<file path="src/rtl/in_port.sv">
// Input port: three independent two-entry ping-pong buffers that sit between
// an upstream sender (ccm side) and a reading core. Writes are flow-controlled
// through busy, and reads return each buffer's words in arrival order.
module in_port #(
  parameter int DATA_W = 32
) (
  input  logic              gclock,
  input  logic              reset,
  input  logic [1:0]        i_addr,
  input  logic [DATA_W:0]   data_in,
  output logic              busy,
  input  logic [1:0]        c_addr,
  input  logic              c_read,
  output logic [DATA_W-1:0] c_data,
  output logic              c_data_valid,
  output logic              rd_err,
  output logic [2:0]        data_ready
);

  localparam int unsigned NBUF = 3;

  // Per-buffer storage: two payload slots, one valid bit per slot,
  // and write/read select bits that toggle to alternate between the slots.
  logic [DATA_W-1:0] mem_q [NBUF][2];
  logic [1:0]        vld_q [NBUF];
  logic [1:0]        vld_d [NBUF];
  logic [NBUF-1:0]   wsel_q, wsel_d;
  logic [NBUF-1:0]   rsel_q, rsel_d;
  logic [NBUF-1:0]   full;
  logic [NBUF-1:0]   wr_en;

  logic [DATA_W-1:0] c_data_q, c_data_d;
  logic              c_valid_q, c_valid_d;
  logic              rd_err_q, rd_err_d;
  logic [2:0]        ready_q, ready_d;

  // Flow control comes from pre-edge occupancy only; held low during reset.
  always_comb begin
    full = '0;
    busy = 1'b0;
    for (int unsigned k = 0; k < NBUF; k++) begin
      full[k] = &vld_q[k];
      if (i_addr == 2'(k) && full[k]) busy = 1'b1;
    end
    if (reset) busy = 1'b0;
  end

  // Next-state for valid bits, selects and read outputs. When a write and a
  // read hit the same legal buffer they always touch different slots, since a
  // non-full, non-empty buffer holds exactly one word: wsel points at the
  // empty slot and rsel at the occupied one.
  always_comb begin
    vld_d     = vld_q;
    wsel_d    = wsel_q;
    rsel_d    = rsel_q;
    wr_en     = '0;
    c_data_d  = c_data_q;
    c_valid_d = 1'b0;
    rd_err_d  = 1'b0;
    ready_d   = '0;
    for (int unsigned k = 0; k < NBUF; k++) begin
      if (i_addr == 2'(k) && data_in[DATA_W] && !full[k]) begin
        vld_d[k][wsel_q[k]] = 1'b1;
        wsel_d[k]           = ~wsel_q[k];
        wr_en[k]            = 1'b1;
      end
      if (c_read && c_addr == 2'(k)) begin
        if (vld_q[k][rsel_q[k]]) begin
          c_data_d            = mem_q[k][rsel_q[k]];
          vld_d[k][rsel_q[k]] = 1'b0;
          rsel_d[k]           = ~rsel_q[k];
          c_valid_d           = 1'b1;
        end else begin
          rd_err_d = 1'b1;
        end
      end
      ready_d[k] = |vld_d[k];
    end
  end

  // Control state and registered outputs; reset discards everything in flight.
  always_ff @(posedge gclock) begin
    if (reset) begin
      for (int unsigned k = 0; k < NBUF; k++) vld_q[k] <= '0;
      wsel_q    <= '0;
      rsel_q    <= '0;
      c_data_q  <= '0;
      c_valid_q <= 1'b0;
      rd_err_q  <= 1'b0;
      ready_q   <= '0;
    end else begin
      for (int unsigned k = 0; k < NBUF; k++) vld_q[k] <= vld_d[k];
      wsel_q    <= wsel_d;
      rsel_q    <= rsel_d;
      c_data_q  <= c_data_d;
      c_valid_q <= c_valid_d;
      rd_err_q  <= rd_err_d;
      ready_q   <= ready_d;
    end
  end

  // Payload slots carry no reset; their contents are qualified by the valid bits.
  always_ff @(posedge gclock) begin
    for (int unsigned k = 0; k < NBUF; k++) begin
      if (wr_en[k] && !reset) mem_q[k][wsel_q[k]] <= data_in[DATA_W-1:0];
    end
  end

  assign c_data       = c_data_q;
  assign c_data_valid = c_valid_q;
  assign rd_err       = rd_err_q;
  assign data_ready   = ready_q;

endmodule

</file>
<file path="config.mk">
export PLATFORM = sky130hd
export DESIGN_NAME = in_port
export DESIGN_NICKNAME = d
export VERILOG_FILES = /design/src/rtl/in_port.sv
export SDC_FILE = /design/constraint.sdc
export NUM_CORES = 1
export LEC_CHECK = 0
export CAP_MARGIN = 10
export CORE_ASPECT_RATIO = 0.7
export CORE_MARGIN = 5
export CORE_UTILIZATION = 50
export DETAILED_ROUTE_END_ITERATION = 8
export PLACE_DENSITY = 0.72
export SYNTH_ARGS = -nofsm -noshare
export SYNTH_HDL_FRONTEND = slang
export SYNTH_SLANG_ARGS = --single-unit
</file>
<file path="constraint.sdc">
create_clock -name gclock -period 8.67 [get_ports gclock]
set_input_delay 2.601 -clock gclock [delete_from_list [all_inputs] [get_ports gclock]]
set_output_delay 2.601 -clock gclock [all_outputs]
set_load 0.03 [all_outputs]
</file>
Word-level counts from Yosys, hierarchy flattened
Memories as Yosys holds them, arrays and structs flattened.
Cells that the tools add are included.
Cells by class
  muxes and demuxes: 79
  equality and inequality tests: 4
  reductions and logical operators: 41
  bitwise operators: 21
  order comparisons: 21
Operators by type and width (number)
  32-bit two-way mux: 18
  64-bit two-way mux: 7
  64-bit OR reduction: 2
  32-bit demux with 1-bit select: 3
  1-bit two-way mux: 34
  1-bit logical AND: 24
  2-bit two-way mux: 11
  2-bit >= comparator, second input constant: 6
  1-bit by 2-bit less-than comparator with 1-bit output, second input constant: 6
  1-bit NOT with 2-bit output: 6
  2-bit AND reduction: 6
  2-bit AND: 3
  1-bit demux with 1-bit select: 6
  1-bit >= comparator, second input constant: 6
  2-bit by 1-bit less-than comparator with 1-bit output, second input constant: 3
  1-bit NOT: 6
  2-bit NOT: 3
  2-bit bitwise OR: 3
  2-bit OR reduction: 3
  2-bit by 1-bit equality test with 1-bit output, second input constant: 2
  2-bit equality test, second input constant: 2
  1-bit zero test: 4
  2-bit zero test: 2
Word-level totals
  input bits: 40
  output and inout bits: 38
  memories kept: 1
  word-level logic and storage cells: 180
  register bits after elaboration: 49
  memory bits (writable): 192
Memories
  mem_q: depth 3, bits a word 64, rd ports 3, clocked after Yosys merged registers in 0, wr ports 1, line 24  | logic [DATA_W-1:0] mem_q [NBUF][2];

Longest topological paths before layout
  depth after elaboration: 10
  gate-level depth with buffers: 7
  gate-level depth less buffers: 4

Least setup slack after synthesis
No wires, ideal clock.
  path kind: input -> output
  start point: input reset
  end point: output busy
  setup slack: 2702 ps
  stages on the path: 3
  arrival: 3367 ps
  data required time: 6069 ps
  cells stage by stage: buf_4 -> clkbuf_1 -> nor2_1
Between the ends
  cells in the longest elaborated chain, start to end: 1
RTL lines
  from (decl): line 8  | input logic reset,
  1-bit two-way mux: line 45  | if (reset) busy = 1'b0;
  to (decl): line 11  | output logic busy,
Every way passes these cells.

Worst setup path in the final report
  start point: input i_addr[1]
  end point: output busy
Between the ends
  cells in the longest elaborated chain, start to end: 6
RTL lines
  from (decl): line 9  | input logic [1:0] i_addr,
  2-bit zero test: line 43  | if (i_addr == 2'(k) && full[k]) busy = 1'b1;
  1-bit logical AND: line 43
  1-bit two-way mux (2 in series): line 43
  1-bit two-way mux (*): line 43
  1-bit two-way mux (*): line 45
Every way passes the cells marked *; elsewhere a longest branch is shown, timed or not.

==> metrics.csv <==
stage;metric;value;unit
detailed_routing;drtAntennaViolNets;0;
hold_path;hold_class;reg -> reg;
final_layout;finalCoreUtilization;0.6087;
timing;slew_violations;0;
clocking;cts_made_buffers;23;
global_route;grt_max_degree;57;
clocking;htree_num_levels;1;
synth;synthFlopType;edfxtp_1;
detailed_routing;initialDrtViolationCount;387;
detailed_routing;dr_wl_met2;8.527;mm
global_route;grt_pass1_vias;5117;
global_route;grt_usage;0.1655;
place;post_dp_cell_area;10230;sq um
final_layout;mostFrequentLayoutCell;edfxtp_1;
clocking;cts_resized;0;
final_layout;multi_input_area;2287;sq um
timing;tightestPinTransition;1.040;ns
timing;setup_viol;0;
synth;synth_seq_cells;241;
clocking;worstSkewPairLatency;0.50;ns
power_and_ir_drop;finalPower;2.410;mW
detailed_routing;met3WireLength;995;microns
place;place.detailed.hpwl;10.53;mm
timing;period_share;0.7857;
global_route;grt_overflow_total;0;
die;die_area;21410;sq um
timing;fmax;146.8;MHz
die;io_pins;78;
clocking;clk_path_buf_depth;3;
synth;ys_seq_area_frac;0.7277;
synth;yosysTopAreaCell;edfxtp_1;
clocking;clkSlewWorstSetupHoldPaths;0.06;ns
place;dpl_worst_slack;1.852;ns
power_and_ir_drop;ir_drop;0.1718;mV
place;io_buffers;77;
synth;async_flop_share;0;
setup_path;crit_type;in -> out;
clocking;root_buffer;clkbuf_16;
final_layout;register_area;6750;sq um
synth;synth_top_area_share;0.6219;
synth;synth_edf_count;192;
timing;rsz0062_at_grt;no;
setup_path;crit_required;6.07;ns
detailed_routing;avgViaCountPerCell;5.640;
power_and_ir_drop;p_per_area;218.7;nW/um^2
detailed_routing;wl_met1;8.223;mm
setup_path;crit_arrival;4.21;ns
final_layout;nNetsFinal;665;
job;cap_violations;0;
setup_path;start_kind;input pin;
timing;worst_slack;1.858;ns
die;core;18110;sq um
clocking;tritoncts;yes;
timing;fin_tns_setup;0;ns
synth;synth.avg_cell_area;17.14;sq um
final_layout;layout-drive-gt1-share;0.1573;
synth;syn_area;9271;sq um
global_route;antenna_found_initial;1;
detailed_routing;route.detailed.drc;0;
timing;period_minus_slack;6.812;ns
die;die_y;123.9;microns
place;place.gp.congestion;0.7985;
die;die_w;172.8;microns
synth;syn_nets;581;
detailed_routing;wl_per_cell;20.54;microns
die;rows;41;
detailed_routing;dr.max_layer_used;met5;
global_route;grt_pass1_wl;27.97;mm
setup_path;r2r_cells;5;
synth;ys_warn_count;0;
final_layout;final_cell_mix;edfxtp_1, mux2i_1, clkdlybuf4s50_1;
synth;syn_inst;541;
final_layout;antenna_cells;0;
final_layout;final_cell_area;11020;sq um
clocking;cts_hold_buf;0;
die;initial_core_util;0.5120;
timing;skew;0.006966;ns
clocking;post_cts_buffers;0;
power_and_ir_drop;p_leak;3.388;nW
setup_path;path_max_fanout;7;
timing;hold_viol;0;
hold_path;hold-path-cell-count;2;
synth;synthTopCellsByArea;edfxtp_1, mux2i_1, dfxtp_1;
setup_path;cp-end-kind;primary output;
detailed_routing;num_vias;4952;
detailed_routing;dr.pass1.iters;6;
timing;maxSlewHeadroom;0.3070;
synth;ys_types;43;
final_layout;fillers;1331;
final_layout;area_growth;18.89;%
clocking;clock_sinks;241;
detailed_routing;wl;18.04;mm
status;status;finished clean;
-- synthesized netlist by cell type (2+ instances only) --
| cell | count |
|---|---|
| nor3_1 | 8 |
| o22a_1 | 31 |
| nor2_1 | 8 |
| nand2_1 | 8 |
| buf_6 | 7 |
| buf_2 | 10 |
| o21ai_0 | 3 |
| inv_1 | 3 |
| edfxtp_1 | 192 |
| nor3b_1 | 3 |
| clkbuf_1 | 5 |
| dfxtp_1 | 49 |
| and3b_1 | 2 |
| a31oi_1 | 3 |
| nand2b_1 | 3 |
| or3_1 | 3 |
| o21bai_1 | 2 |
| xor2_1 | 2 |
| mux2_2 | 32 |
| a21oi_1 | 7 |
| o22ai_1 | 31 |
| buf_4 | 5 |
| buf_8 | 4 |
| dlygate4sd1_1 | 2 |
| mux2i_1 | 100 |
-- layer usage --
metal	vias to the layer above	global-route usage
met4	2	0.03142
li1	2291	-
met5	-	0
met2	124	0.2801
met3	24	0.03489
met1	2511	0.2271
-- metrics by stage --
step,hold WS (ns),instances
3_3_place_gp,0.5017,836
4_1_cts,0.5553,878
5_1_grt,0.5683,878
6_report,0.5546,878
2_1_floorplan,0.4879,541
3_5_place_dp,0.5404,836
-- worst paths after layout --
path | from | to | slack (ns)
setup / recovery | i_addr[1] | busy | 1.86
hold / removal | c_data[14] | c_data[14] | 0.55
setup reg to reg | rsel_q[1] | c_data[28] | 5.30
hold reg to reg | c_data[14] | c_data[14] | 0.55
-- state kept, by name, indices dropped and copies added (netlist names) --
signal / cells
c_data: 32
c_data_valid: 1
data_ready: 3
mem_q: 192
rd_err: 1
rsel_q: 3
vld_q: 6
wsel_q: 3
-- power breakdown --
group	internal (mW)	total, mW	leakage (nW)	switching (mW)
Combinational	0.0404	0.0947	0.869	0.0543
Clock	0.640	1.04	0.386	0.403
Sequential	1.26	1.27	2.13	0.00765
-- layout make-up --
type | count | share of cell area
flip-flops and latches | 241 | 0.6124
multi-input cells | 263 | 0.2075
repair buffers | 92 | 0.07968
clock buffers | 29 | 0.05426
well taps | 236 | 0.02679
clock inverters | 13 | 0.01805
inverters | 4 | 0.001362
-- worst max-delay path, stage by stage --
cell and delay [ns]:
clkdlybuf4s50_1 0.58, nand3_1 0.09, o21ai_0 0.09, mux2i_1 0.09, nor2_1 0.09, clkdlybuf4s50_1 0.67
-- logic make-up after synthesis --
family	after synthesis	synth area share
compound gates	82	0.06343
xor+xnor	3	0.002835
buf+inv	37	0.02996
flops	241	0.7277
mux	132	0.1468
simple gates	46	0.02929
Power figures use the tool's default switching activity.
